`config.mk`:
```
export PLATFORM = sky130hd
export DESIGN_NAME = fetch_sequencer
export DESIGN_NICKNAME = d
export VERILOG_FILES = /design/src/rtl/core_pkg.sv /design/src/rtl/fetch_watchdog.sv /design/src/rtl/fetch_sequencer.sv
export SDC_FILE = /design/constraint.sdc
export NUM_CORES = 1
export LEC_CHECK = 0
export ABC_AREA = 0
export ABC_CLOCK_PERIOD_IN_PS = 3440
export BUFFER_PORTS_ARGS = -buffer_cell sky130_fd_sc_hd__buf_2
export CAP_MARGIN = 5
export CORE_MARGIN = 2
export CORE_UTILIZATION = 50
export DETAILED_ROUTE_END_ITERATION = 10
export PLACE_DENSITY = 0.82
export SLEW_MARGIN = 20
export SYNTH_ARGS = -nofsm -noshare
export SYNTH_HDL_FRONTEND = slang
export SYNTH_SLANG_ARGS = --single-unit
```
`constraint.sdc`:
```
create_clock -name clk -period 3.44 [get_ports clk]
set_input_delay 0.688 -clock clk [delete_from_list [all_inputs] [get_ports clk]]
set_output_delay 0.688 -clock clk [all_outputs]
set_load 0.03 [all_outputs]
```
`src/rtl/core_pkg.sv`:
```
`default_nettype none
// ============================================================================
//  Module      : core_pkg
//  Description : Shared core constants for the fetch path and the PC register.
//                Holds the PC select codes, the fault codes, the address window
//                and the fetch FSM state encoding.
//  Revision    : 1.0  initial release
// ============================================================================
package core_pkg;

    // PC select codes driven towards the PC register
    localparam logic [1:0] PCSEL_ALU  = 2'b00;
    localparam logic [1:0] PCSEL_INC  = 2'b01;
    localparam logic [1:0] PCSEL_HOLD = 2'b10;

    // Fault codes reported on the sticky halt
    localparam logic [1:0] FAULT_NONE    = 2'b00;
    localparam logic [1:0] FAULT_PC      = 2'b01;
    localparam logic [1:0] FAULT_TIMEOUT = 2'b10;

    // Legal instruction address window, shared with the PC register
    localparam logic [31:0] START_ADDRESS       = 32'h0100_0000;
    localparam logic [31:0] UPPER_ADDRESS_LIMIT = 32'h0100_0FFC;

    // Fetch FSM state encoding
    typedef enum logic [2:0] {
        ST_IDLE    = 3'd0,
        ST_REQ     = 3'd1,
        ST_WAIT    = 3'd2,
        ST_DELIVER = 3'd3,
        ST_HALT    = 3'd4
    } fetch_state_t;

endpackage : core_pkg
`default_nettype wire

```
`src/rtl/fetch_watchdog.sv`:
```
`default_nettype none
// ============================================================================
//  Module      : fetch_watchdog
//  Description : Bounds the time the fetch FSM may spend waiting for read data.
//                The counter is zero outside WAIT (so it is clear on entry) and
//                counts WAIT cycles without rvalid. o_timeout fires in the WAIT
//                cycle that would be the TIMEOUT_CYCLES-th one without data;
//                rvalid in that same cycle suppresses it.
//  Revision    : 1.0  initial release
// ============================================================================
module fetch_watchdog
#(
    parameter int TIMEOUT_CYCLES = 255
)
(
    input  logic clk,
    input  logic rst,
    input  logic i_in_wait,
    input  logic i_rvalid,
    output logic o_timeout
);

    // At least 8 bits, wider only if the limit needs it
    localparam int              CNT_W  = ($clog2(TIMEOUT_CYCLES + 1) > 8) ?
                                         $clog2(TIMEOUT_CYCLES + 1) : 8;
    localparam logic [CNT_W-1:0] C_LAST = CNT_W'(TIMEOUT_CYCLES - 1);

    logic [CNT_W-1:0] r_count;

    // Count idle WAIT cycles; any other state holds the counter at zero
    always_ff @(posedge clk) begin
        if (rst || !i_in_wait) begin
            r_count <= '0;
        end else if (!i_rvalid) begin
            r_count <= r_count + CNT_W'(1);
        end
    end

    assign o_timeout = i_in_wait && !i_rvalid && (r_count == C_LAST);

endmodule : fetch_watchdog
`default_nettype wire

```
`src/rtl/fetch_sequencer.sv`:
```
`default_nettype none
// ============================================================================
//  Module      : fetch_sequencer
//  Description : Multi-cycle instruction fetch controller. Issues one fetch at
//                a time, buffers the returned word for decode, honours stall
//                and redirect, and latches a sticky halt on a PC fault.
//                Build option FETCH_TIMEOUT_EN adds a WAIT-state watchdog that
//                halts with a timeout fault after TIMEOUT_CYCLES idle cycles.
//  Revision    : 1.0  initial release
// ============================================================================
module fetch_sequencer
    import core_pkg::*;
#(
    parameter int TIMEOUT_CYCLES = 255
)
(
    input  logic        clk,
    input  logic        rst,
    output logic        imem_req,
    input  logic        imem_gnt,
    input  logic        imem_rvalid,
    input  logic [31:0] imem_rdata,
    input  logic        redirect,
    input  logic        stall,
    input  logic        pc_halt,
    output logic [1:0]  pc_sel,
    output logic [31:0] instr,
    output logic        if_valid,
    output logic        flush,
    output logic        halted,
    output logic [1:0]  fault
);

    fetch_state_t r_state;
    logic         r_drop;      // in-flight fetch carried a stale address
    logic [31:0]  r_instr;
    logic         r_if_valid;
    logic         r_halted;
    logic [1:0]   r_fault;
    logic         w_imem_req;
    logic [1:0]   w_pc_sel;
    logic         w_timeout;

`ifdef FETCH_TIMEOUT_EN
    logic w_in_wait;
    assign w_in_wait = (r_state == ST_WAIT);

    fetch_watchdog #(
        .TIMEOUT_CYCLES (TIMEOUT_CYCLES)
    ) u_watchdog (
        .clk       (clk),
        .rst       (rst),
        .i_in_wait (w_in_wait),
        .i_rvalid  (imem_rvalid),
        .o_timeout (w_timeout)
    );
`else
    logic w_unused_timeout_cfg;
    assign w_unused_timeout_cfg = ^TIMEOUT_CYCLES;
    assign w_timeout            = 1'b0;
`endif

    // Fetch FSM with its registered outputs (instr, if_valid, halted, fault)
    always_ff @(posedge clk) begin
        if (rst) begin
            r_state    <= ST_IDLE;
            r_drop     <= 1'b0;
            r_instr    <= '0;
            r_if_valid <= 1'b0;
            r_halted   <= 1'b0;
            r_fault    <= FAULT_NONE;
        end else begin
            case (r_state)
                ST_IDLE: begin
                    r_state <= ST_REQ;
                end
                ST_REQ: begin
                    if (pc_halt) begin
                        r_state  <= ST_HALT;
                        r_halted <= 1'b1;
                        r_fault  <= FAULT_PC;
                    end else if (imem_gnt) begin
                        r_state <= ST_WAIT;
                        // Granted in the redirect cycle: the address was stale
                        if (redirect) begin
                            r_drop <= 1'b1;
                        end
                    end
                end
                ST_WAIT: begin
                    if (imem_rvalid) begin
                        if (r_drop || redirect) begin
                            r_drop  <= 1'b0;
                            r_state <= ST_REQ;
                        end else begin
                            r_instr    <= imem_rdata;
                            r_if_valid <= 1'b1;
                            r_state    <= ST_DELIVER;
                        end
                    end else if (w_timeout) begin
                        r_state  <= ST_HALT;
                        r_halted <= 1'b1;
                        r_fault  <= FAULT_TIMEOUT;
                    end else if (redirect) begin
                        r_drop <= 1'b1;
                    end
                end
                ST_DELIVER: begin
                    if (redirect || !stall) begin
                        r_if_valid <= 1'b0;
                        r_state    <= ST_REQ;
                    end
                end
                ST_HALT: begin
                    r_state <= ST_HALT;
                end
                default: begin
                    r_state <= ST_IDLE;
                end
            endcase
        end
    end

    // Memory request and PC select decode from state and live inputs
    always_comb begin
        w_imem_req = 1'b0;
        w_pc_sel   = PCSEL_HOLD;
        case (r_state)
            ST_REQ: begin
                w_imem_req = !pc_halt;
                if (redirect) begin
                    w_pc_sel = PCSEL_ALU;
                end
            end
            ST_WAIT: begin
                if (redirect) begin
                    w_pc_sel = PCSEL_ALU;
                end
            end
            ST_DELIVER: begin
                if (redirect) begin
                    w_pc_sel = PCSEL_ALU;
                end else if (!stall) begin
                    w_pc_sel = PCSEL_INC;
                end
            end
            default: begin
                w_imem_req = 1'b0;
                w_pc_sel   = PCSEL_HOLD;
            end
        endcase
    end

    assign imem_req = w_imem_req;
    assign pc_sel   = w_pc_sel;
    assign flush    = redirect && (r_state != ST_IDLE) && (r_state != ST_HALT);
    assign instr    = r_instr;
    assign if_valid = r_if_valid;
    assign halted   = r_halted;
    assign fault    = r_fault;

endmodule : fetch_sequencer
`default_nettype wire
```
* After elaboration in Yosys (flattened, before gate mapping)
Cells that the tools add are included.
** Operators by class
- Equal/unequal tests :: 12
- Mux-type cells :: 21
- Bitwise gates (word level) :: 1
- Reduce and logical (&&, ||, !) cells :: 16
** Operators by type and width (number)
- $pmux 3 s5 :: 1
- $mux 3 :: 4
- $ne 2x2->1 const B :: 5
- $mux 1 :: 9
- $ne 3x3->1 const B :: 3
- $mux 2 :: 4
- $reduce_and 4->1 :: 2
- $eq 3x2->1 const B :: 2
- $reduce_and 3->1 :: 2
- $pmux 1 s2 :: 2
- $pmux 2 s2 :: 1
- $reduce_bool 2->1 :: 2
- $eq 3x1->1 const B :: 1
- $eq 3x3->1 const B :: 1
- $logic_not 3->1 :: 1
- $reduce_bool 3->1 :: 1
- $logic_and 1x1->1 :: 2
- $logic_not 1->1 :: 2
- $logic_or 1x1->1 :: 2
- $reduce_and 2->1 :: 1
- $reduce_or 2->1 :: 1
- $not 1->1 :: 1
** Word-level totals
- Flip-flop bits (word level) :: 38
- Input bits :: 39
- Output and inout bits :: 40
- Logic and storage cells :: 55

* Longest topological paths before layout
Gate-level depths: netlist of the first run.
- Depth in word-level cells :: 4
- Depth in mapped cells :: 6
- Depth with buffers taken out :: 3

* Worst setup path after synthesis of the first run
No wires, ideal clock.
- Path kind :: input to output
- Start point :: in redirect
- End point :: out pc_sel[0]
- Data arrival time :: 1543 ps
- Required time :: 2752 ps
- Path slack :: 1209 ps
- Stages :: 2
- Path buffers :: 1
- Cell sequence :: buf_2 > nor3_1
** Between the ends
- Word-level cells in the longest chain between the ends :: 2
** Ends and longest elaborated chain
- start, declared :: line fetch_sequencer.sv:23 : input logic redirect,
- $mux 2 :: line fetch_sequencer.sv:141 : if (redirect) begin
- $pmux 2 s2 :: line fetch_sequencer.sv:128 : case (r_state)
- end, declared :: line fetch_sequencer.sv:26 : output logic [1:0] pc_sel,
Every way passes these cells.

* Final worst setup path of the first run
- Start point :: reg r_state[0]
- End point :: out pc_sel[1]
** Between the ends
- Word-level cells in the longest chain between the ends :: 3
- Elaborated cells between the ends (all ways) :: 5
- Those cells by class :: eq/ne: 3; mux: 1; reduce/logical: 1
** Ends and longest elaborated chain
- start, declared :: line fetch_sequencer.sv:34 : fetch_state_t r_state;
- start signal, assigned :: line fetch_sequencer.sv:66 : r_state <= ST_IDLE;
- start signal, assigned :: line fetch_sequencer.sv:75 : r_state <= ST_REQ;
- start signal, assigned :: line fetch_sequencer.sv:79 : r_state <= ST_HALT;
- $eq 3x2->1 / $eq 3x1->1 (equally long branches) :: line fetch_sequencer.sv:128
- $reduce_or 2->1 (no line)
- $pmux 2 s2 (*) :: line fetch_sequencer.sv:128
Mark *: on every way between the ends. The rest lies on a longest branch, timed or not.

==> reports/summary.md, run 1 <==
Between clock sinks in the finished design, the worst skew comes to 0.00373 ns. Power spread over the standard cell area amounts to 408 nW/um2. After synthesis, the largest family of logic cells by area is simple AND/OR/NAND/NOR gates.

The routing usage on met2 was 0.258. Adding up every negative setup slack in the final design gives 0 ns. The final total power is 0.925 mW, and the DRC marker count from the first detailed-route iteration is 85.

Ratio of cells with drive above 1 in the final layout: 0.344. Routability-driven placement congestion ratio: 0.797. The die covers 4200 um2.

For the final hold violation count, the log shows 0. Wire length of the first global-routing pass: 5530 um. STA classifies the critical path endpoint as an output pin. The logs give 38 for the total number of clock tree sinks and 0 for the number of buffers added for setup after CTS.

The total routing resource utilization after global routing is 0.172. The floorplan has 22 rows. The H-tree generated during clock tree synthesis spans 2 levels.

Share of synthesized cell area in full adder, half adder and majority cells: 0. The start-to-end type of the worst setup path was reg -> out. Summing every instance area after synthesis gives 1850 um2.

Summed over all layers, the routed wires come to 3430 um. Setup repair after global routing left no endpoint under its margin. The core region is 3610 um2. TritonCTS built the clock tree. The compound-cell area share of the yosys netlist works out to 0.0487. Clock-pin slew was measured on the worst setup and hold paths at 0.07 ns. The repair_antennas step left the layout with diodes totalling 0.

The number of storage elements in the synthesis netlist was 38. The logs give 5 for the TritonCTS buffer count and 0.217 for the met1 track utilization from global routing. The routed via count divided by cell count is 4.76, and the setup-violating endpoint count in the final report is 0.

The logs give 0.513 for the effective utilization at floorplan and 1.28 ns for the minimum setup slack in the final design. The number of global-route vias before repair is 1255. Along the worst path, the maximum fanout reaches 14. The average cell area after synthesis was 10.0 um2; the total of buffers placed on input and output ports was 77. The worst register-to-register path ends at instr[4].

The run gives 2 as the maximum buffer depth of the clock tree. The tools report the count of fill cells added during filler insertion as 335. The global-route met3 utilization was 0.0712; the number of distinct library cells after synthesis was 31. Tracing the worst setup path back leads to its startpoint at r_state[0].

Subtracting the final worst setup slack from the clock period gives 2.16 ns. The worst register-to-register path has a depth of 3. For the data required time at the worst endpoint, the log shows 2.75 ns.

The largest net degree at the start of global routing was 71; the worst-skew pair later-pin latency was 0.29 ns. Mean routed wirelength per cell: 11.4 um. Worst hold-check path type: reg -> reg.

In this run the critical register-to-register path is launched from r_state[1]. The logs give 0 for the count of unresolved DRC violations after routing and 291 for the final layout net count. The antenna violation net count after detailed routing came out at 0. Data on the critical path arrives at its endpoint at 1.47 ns. After global routing the overflow that remains totals 0.

The synthesized-area fraction occupied by xor and xnor cells is 0. For hold timing, the worst endpoint is instr[6]. Busiest layer in global routing: met2.

The area overhead of the layout relative to synthesis is 22.4%, and the part of the Yosys area used for sequential elements is 0.411. During synthesis, Yosys emitted a total of 0 warnings. Post-CTS repair changed the size of 0 cells. The worst-case IR drop observed on VDD is 261 uV.

The worst setup path is launched from a register. In this run the count of I/O pins placed on the die edge is 79. The count of pins over their slew limit was 0; the reported leakage power was 0.963 nW.

The final cycle utilization of the critical path is 0.627. The setup check on the worst reg-to-reg path leaves a slack of 1.39 ns. The peak clock frequency supported by timing is 0.464 GHz, and the die span in x is 64.8 um. The startpoint identified for the worst hold timing path is instr[6]. Before antenna repair, the detailed router went through 4 iterations. Initial antenna violation count: 0. Gate count of the mapped netlist: 185. The run finished with clean final reports.

The master cell of the clock root buffer was sky130_fd_sc_hd__clkbuf_8. For the number of buffers added to fix hold violations after cts, the log shows 0. The number of stages on the worst hold path was 2; the vias after detailed routing was 1434. The tools report the worst relative slew slack as 0.368. The number of max-capacitance violations reported is 0, and the net count after synthesis is 224. The post-synthesis mux area share is 0.179, and the simple-gate portion of the synthesized area is 0.282. The transition at the pin with the smallest max-transition slack is 0.949 ns, and the final HPWL from detailed placement is 2300 um. At the placement stage, the worst setup path has a slack of 1.26 ns.

The die is 64.8 um tall.
[metal layers]
| metal | vias to the layer above | wire length [um] |
|---|---|---|
| met5 | - | 0 |
| met1 | 633 | 1630 |
| met3 | 4 | 274 |
| met4 | 0 | 44 |
| met2 | 55 | 1490 |
| li1 | 742 | - |
[sequential cells by signal, summed over array words and instances, names as in the netlist]
signal / flops
r_state: 3
fault: 1
r_drop: 1
instr: 32
if_valid: 1
[per-stage QoR]
step                cells   util  hold WS, ns  instance area, um2
floorplan             185      -        0.530                1850
global placement      293  0.599        0.455                2160
detailed placement    293  0.599        0.462                2160
CTS                   301  0.628        0.472                2260
global route          301  0.628        0.485                2260
finish                301  0.628        0.468                2260
[cell type report]
class	count	area [um2]	share of cell area
multi-input cells	129	948	0.419
flip-flops and latches	38	761	0.336
repair buffers	77	385	0.170
clock buffers	7	76.3	0.0337
well taps	48	60.1	0.0265
clock inverters	1	30.0	0.0133
inverters	1	3.75	0.00166
[report_power, final]
part | internal [mW] | switching [mW]
Clock | 0.217 | 0.147
Combinational | 0.0506 | 0.0512
Sequential | 0.447 | 0.0119
Total | 0.714 | 0.210
[worst max-delay path by stage]
| stage | end | slack (ns) | depth (start not counted) |
|---|---|---|---|
| after CTS | pc_sel[1] | 1.26 | 4 |
| final | pc_sel[1] | 1.28 | 4 |
| after global routing | pc_sel[1] | 1.17 | 4 |
| after floorplan | pc_sel[0] | 1.21 | 2 |
| after global placement | instr[17] | 1.30 | 4 |
| after detailed placement | instr[24] | 1.26 | 4 |
[cells in the mapped netlist (all sizes together)]
cell	n	area share
nand2b	64	0.22
dfxtp	38	0.41
mux2i	32	0.17
buf	10	0.061
clkbuf	7	0.014
nor2	4	0.0081
a21oi	2	0.0054
a31oi	2	0.0068
nand2	2	0.0041
nand3	2	0.0054
nor2b	2	0.0068
nor3	2	0.0054
o21a	2	0.0081
o21ai	2	0.0054
a211oi	1	0.0041
a21o	1	0.0041
a221oi	1	0.0047
and3	1	0.0034
conb	1	0.0020
inv	1	0.0020
mux2	1	0.0061
nand3b	1	0.0041
nor3b	1	0.010
nor4b	1	0.0081
nor4bb	1	0.0054
o311a	1	0.0054
o311ai	1	0.0047
or3b	1	0.0047
[worst max-delay path, stage by stage (launching register included)]
cell                      delay, ns
sky130_fd_sc_hd__dfxtp_1       0.59
sky130_fd_sc_hd__nor2b_1       0.18
sky130_fd_sc_hd__o21ai_0       0.07
sky130_fd_sc_hd__a21o_1        0.17
sky130_fd_sc_hd__buf_2         0.17
[cells by family after synthesis]
logic type             count (synthesis)
other                                  1
muxes                                 33
AOI/OAI and AO/OA                     13
buffers and inverters                 18
and+or+nand+nor                       82
DFF                                   38
[placed cells by master (no fill, tap or decap), types with 2 or more instances in the layout]
| master | n |
|---|---|
| sky130_fd_sc_hd__buf_2 | 77 |
| sky130_fd_sc_hd__nand2b_1 | 64 |
| sky130_fd_sc_hd__dfxtp_1 | 38 |
| sky130_fd_sc_hd__mux2i_1 | 32 |
| sky130_fd_sc_hd__clkbuf_8 | 5 |
| sky130_fd_sc_hd__nor2_1 | 4 |
| sky130_fd_sc_hd__nor3_1 | 2 |
| sky130_fd_sc_hd__nor2b_1 | 2 |
| sky130_fd_sc_hd__o21ai_0 | 2 |
| sky130_fd_sc_hd__nand2_1 | 2 |
| sky130_fd_sc_hd__o21a_1 | 2 |
| sky130_fd_sc_hd__a31oi_1 | 2 |
| sky130_fd_sc_hd__a21oi_1 | 2 |
| sky130_fd_sc_hd__nand3_1 | 2 |
| sky130_fd_sc_hd__clkbuf_1 | 2 |
No activity file was read; power rests on OpenSTA's default activity.
==> inputs of run 2 (changes only) <==
- ABC_CLOCK_PERIOD_IN_PS: 3440 -> 2000
- CORE_UTILIZATION: 50 -> 47
- PLACE_DENSITY: 0.82 -> 0.78
- clock period: 3.44 -> 2 ns (I/O delays scaled with it)
==> reports/summary.md, run 2 (same netlist as run 1, synthesis figures left out) <==
Detailed placement ended at an HPWL of 2410 um. The clock passes through at most 2 buffers. The run gives 38 as the total number of clock tree sinks. For the effective utilization at floorplan, the log shows 0.498.

Gates resized during post-CTS repair numbered 0. The total of buffers placed on input and output ports is 77, and the mean routed wirelength per cell is 11.2 um. STA puts the critical path data required time at 1.60 ns. Setup repair after global routing left no endpoint under its margin. The clock tree synthesis step divided the H-tree into 2 levels. 79 I/O pins were placed. At the placement stage, the worst setup path has a slack of 0.406 ns. In the routed design, unresolved DRC markers number 0. The number of buffers added for setup after CTS was 0.

On the critical path, the stage with the largest delay is an instance of sky130_fd_sc_hd__dfxtp_1. The number of flip-flops in the largest register was 32; the routability-driven placement congestion ratio was 0.734. The logs give 0 for the initial antenna violation count and 1414 for the vias after detailed routing. IR analysis of the VDD net gives a maximum drop of 311 uV. The flow ran to the end, and the final reports show no timing, DRC or antenna violations. The first global-routing pass estimated 5460 um of wire. Dividing total power by cell area gives a power density of 648 nW/um2. The largest fanout on the critical path is 14. The worst hold-check path type is in -> reg.

For the worst-skew pair, the clock arrives at the later sink with an insertion delay of 0.28 ns. The first routing iteration left 90 violations. TritonCTS built the clock tree. The floorplan has 22 rows.

The ratio of cells with drive above 1 in the final layout came out at 0.353. Buffers inserted during clock tree synthesis total 5. The total routed wirelength was 3380 um; the biggest cell delay along the critical path was 0.59 ns.

The total routing resource utilization after global routing is 0.159. Register-to-register path setup slack: 0.43 ns. Clock tree synthesis selected as its root buffer the cell sky130_fd_sc_hd__clkbuf_8. The logs give 293 for the final layout net count and 4 for the detailed-router iteration count before antenna repair. For the count of fill cells added during filler insertion, the log shows 334. The tools report the total congestion overflow after global routing as 0. The die covers 4450 um2.

Using the TritonRoute via totals, the vias-per-cell ratio works out to 4.67. The final cycle utilization of the critical path is 0.924. The setup-violating endpoint count in the final report is 0, and the clock slew at the register clock pins of the worst setup and hold paths is 0.07 ns. From synthesis to final layout, the design area changed by 23.7%. Setup slack closes at 0.152 ns. Setup total negative slack on the finished layout was measured at 0 ns. The final hold violation count is 0, and the reported leakage power is 0.976 nW.

Time the worst path needs with I/O delays and setup: 1.85 ns. The die is 66.7 um wide. The tools report the kind of start point of the critical path as a register. Most common cell after layout, fill and taps aside: sky130_fd_sc_hd__buf_2.

The number of global-route vias before repair is 1275, and the number of max-capacitance violations reported is 0. The number of buffers added to fix hold violations after cts is 0, and the worst clock skew is 0.00716 ns. Start-to-end type of the worst setup path: reg -> out. Entering global routing, the biggest net connects 41 pins. The total inserted antenna cells was 0.

Derived from the worst setup path, the maximum achievable clock frequency is 0.541 GHz. In this run the remaining antenna-violating nets after routing total 0. The core region is 3720 um2.

The library cells used most frequently in the layout, excluding fill and tap cells, are sky130_fd_sc_hd__buf_2, sky130_fd_sc_hd__nand2b_1, sky130_fd_sc_hd__dfxtp_1, sky130_fd_sc_hd__mux2i_1, sky130_fd_sc_hd__clkbuf_8. STA classifies the critical path endpoint as an output pin. The count of pins over their slew limit is 0. Traced cell by cell, the critical path runs through nor2b_1, o21ai_0, a21o_1, buf_2.

In this run the vertical extent of the chip is 66.7 um. Data arrives at the worst endpoint at 1.45 ns.
==> run 2: where the power goes <==
| group | internal, mW | switching [mW] | total (mW) |
|---|---|---|---|
| logic | 0.0906 | 0.0877 | 0.178 |
| registers | 0.769 | 0.0203 | 0.789 |
| clock network | 0.278 | 0.238 | 0.516 |
| total | 1.14 | 0.346 | 1.48 |
==> run 2: metal layers <==
layer  vias to the layer above  GRT usage  routed length, um
met5                         -          0                  0
met1                       622      0.202               1640
met4                         0     0.0612                 18
li1                        743          -                  -
met3                         2     0.0372                229
met2                        47      0.259               1500
==> run 2: layout make-up <==
| type | count | area, um2 | area share |
|---|---|---|---|
| flip-flops and latches | 38 | 761 | 0.332 |
| repair buffers | 79 | 425 | 0.186 |
| multi-input cells | 129 | 948 | 0.414 |
| inverters | 1 | 3.75 | 0.00164 |
| clock buffers | 7 | 86.3 | 0.0377 |
| clock inverters | 1 | 5.00 | 0.00219 |
| well taps | 48 | 60.1 | 0.0262 |
==> run 2: metrics by stage <==
step	hold slack (ns)	cell area, um2	util	std cells	power (mW)
after global placement	0.454	2200	0.592	295	0.985
after detailed placement	0.462	2200	0.592	295	0.985
after CTS	0.364	2290	0.616	303	1.51
after global routing	0.371	2290	0.616	303	1.56
after floorplan	0.530	1850	-	185	0.929
final	0.375	2290	0.616	303	1.48
==> run 2: critical path: cells and delay by family, from the launching register on <==
kind                   cells  cell delay (ns)
DFF                        1             0.59
and+or+nand+nor            1             0.18
buffers and inverters      1             0.17
AOI/OAI and AO/OA          2             0.24
==> run 2: path summary, 6_finish.rpt <==
kind	endpoint	cells past startpoint	startpoint
hold / removal	instr[28]	3	imem_rdata[28]
hold reg to reg	instr[29]	2	instr[29]
setup / recovery	pc_sel[1]	4	r_state[0]
setup reg to reg	instr[13]	4	r_state[1]
==> inputs of run 3 (changes only) <==
- CORE_ASPECT_RATIO: default -> 0.6
==> reports/summary.md, run 3 (same netlist as run 1, synthesis figures left out) <==
In the layout the commonest cells are sky130_fd_sc_hd__buf_2, sky130_fd_sc_hd__nand2b_1, sky130_fd_sc_hd__dfxtp_1, sky130_fd_sc_hd__mux2i_1, sky130_fd_sc_hd__clkbuf_8. The slowest stage of the critical path is the sky130_fd_sc_hd__dfxtp_1 cell. The smallest clock period supported by the final layout is computed as 1.87 ns. TritonCTS built the clock tree. The tree is rooted in a sky130_fd_sc_hd__clkbuf_8. The first global-routing pass estimated 5780 um of wire. Total inserted antenna cells: 0. In this run the critical register-to-register path is launched from r_state[0]. The met1 track utilization from global routing is 0.219. The number of stages on the worst hold path is 3.

The data arrival time of the critical path is 1.47 ns. Clock tree synthesis found a total of 38 sinks. The tools report the final layout net count as 295. The routability-driven placement congestion ratio is 0.834.

Category of the worst setup path capture point: an output pin. In this run the worst path has a maximum fanout of 14. Traced cell by cell, the critical path runs through nor2b_1, o21ai_0, a21o_1, buf_2. Measured along the x axis, the die boundary spans 85.0 um. By startpoint and endpoint, the worst setup path is classified as reg -> out.

After layout, the worst setup slack is 0.126 ns. Setup violations remaining at the end of the flow were counted as 0. The tools report the standard-cell row count as 17. The core region is 3720 um2. The die outline area was 4470 um2.

In this design, the stage delay of the slowest critical-path cell is 0.61 ns. In the routed design, unresolved DRC markers number 0. After clock tree synthesis, the setup repair step added 0 buffers. The mean routed wirelength per cell was 11.8 um; the total congestion overflow after global routing was 0.

The launch point of the worst path was r_state[0]. Max-cap violations in this run came to 0. Input and output buffers added on the ports amount to 77.

The logs give 0.611 for the core occupancy in the finished layout and 0 for the count of pins over their slew limit. The logs give 0.243 for the routing usage on met2 and 2 for the H-tree depth reported by CTS. For this design the ratio of total power to cell area is 634 nW/um2.

For this run, the top clock speed supported by timing is 0.534 GHz. The area overhead of the layout relative to synthesis works out to 23.0%. The critical path crosses 4 cells after its start point.

Data required time at the worst endpoint: 1.60 ns. The TritonCTS buffer count came out at 5. For this design the static power due to leakage is 0.975 nW. The worst register-to-register path has a depth of 4. The DRC marker count from the first detailed-route iteration came out at 16. For this design, the CTS-stage hold fixing added 0 buffers. The layout has 333 filler cells. The run gives 359 uV as the maximum VDD drop. Setup repair after global routing left no endpoint under its margin. In the final timing run, aggregate negative setup slack is 0 ns. The number of flip-flops in the largest register is 32. The final cycle utilization of the critical path was 0.937. The busiest layer in global routing was met2. The die height came out at 52.6 um. The kind of start point of the critical path was a register.

In this run, post-CTS repair resized a total of 0 instances. During I/O placement, the number of pins put on the boundary was 79. Across the routed clock network, the largest skew measured is 0.00274 ns. Using the TritonRoute via totals, the vias-per-cell ratio works out to 4.69. The post-placement setup slack came out at 0.425 ns. The run finished with clean final reports. The run gives 0 as the final hold violation count. After detailed routing, the total wire length is 3570 um.

Summing over every cut layer, the via total after detailed routing is 1421. The initial antenna violation count came out at 0. The total routing resource utilization after global routing is 0.166. The sum of buffers and inverters on the critical path is 1. The antenna violation net count after detailed routing was 0.

The maximum buffer depth of the clock tree was 2. Origin of the worst min-delay path: imem_rdata[5]. The first TritonRoute pass finished after 4 iterations.

The global-route met3 utilization came out at 0.0709. The ratio of cells with drive above 1 in the final layout came out at 0.352. Entering global routing, the biggest net connects 43 pins. The path class of the tightest hold or removal check is in -> reg. After clock tree synthesis, the clock-pin slew on the worst setup and hold paths is 0.07 ns. The final HPWL from detailed placement was 2660 um. Hold is met by 0.373 ns. The later pin in the worst-skew pair is clocked with a latency of 0.28 ns. The tools report the effective utilization at floorplan as 0.497. Gate family responsible for the most delay along the worst path: flip-flops. The run gives 1282 as the number of global-route vias before repair. The most common cell after layout, fill and taps aside is sky130_fd_sc_hd__buf_2.
==> run 3: area by class of cell <==
class                      instances  area [um2]  share of cell area
sequential                        38         761               0.334
inverter                           1        3.75             0.00165
clock buffer                       7        76.3              0.0335
tap                               47        58.8              0.0258
timing repair buffer              81         428               0.188
multi-input combinational        129         948               0.417
==> run 3: per-stage QoR <==
step / cells / instance area (um2) / total power [mW]
after floorplan: 185 / 1850 / 0.929
after global placement: 296 / 2200 / 0.986
final: 303 / 2280 / 1.44
after global routing: 303 / 2280 / 1.52
after CTS: 303 / 2280 / 1.47
after detailed placement: 296 / 2200 / 0.988
==> run 3: report_power, final <==
part           switching [mW]  internal [mW]
Clock                   0.233          0.240
Combinational          0.0907         0.0916
Sequential             0.0192          0.769
Total                   0.343           1.10
==> run 3: routing by layer <==
| metal | vias up | routed length [um] |
|---|---|---|
| met5 | - | 0 |
| met4 | 0 | 25 |
| met3 | 5 | 271 |
| met2 | 51 | 1530 |
| met1 | 622 | 1740 |
| li1 | 743 | - |
==> run 3: worst reg2reg max path: stages (launching register included) <==
cell                      delay (ns)
sky130_fd_sc_hd__dfxtp_1        0.45
sky130_fd_sc_hd__nor3b_4        0.29
sky130_fd_sc_hd__and3_2         0.22
sky130_fd_sc_hd__buf_4          0.31
sky130_fd_sc_hd__mux2i_1        0.24
==> run 3: path summary, 6_finish.rpt <==
kind / end / slack [ns]
hold / removal: instr[5] / 0.37
setup reg to reg: instr[28] / 0.41
hold reg to reg: instr[9] / 0.47
setup / recovery: pc_sel[1] / 0.13
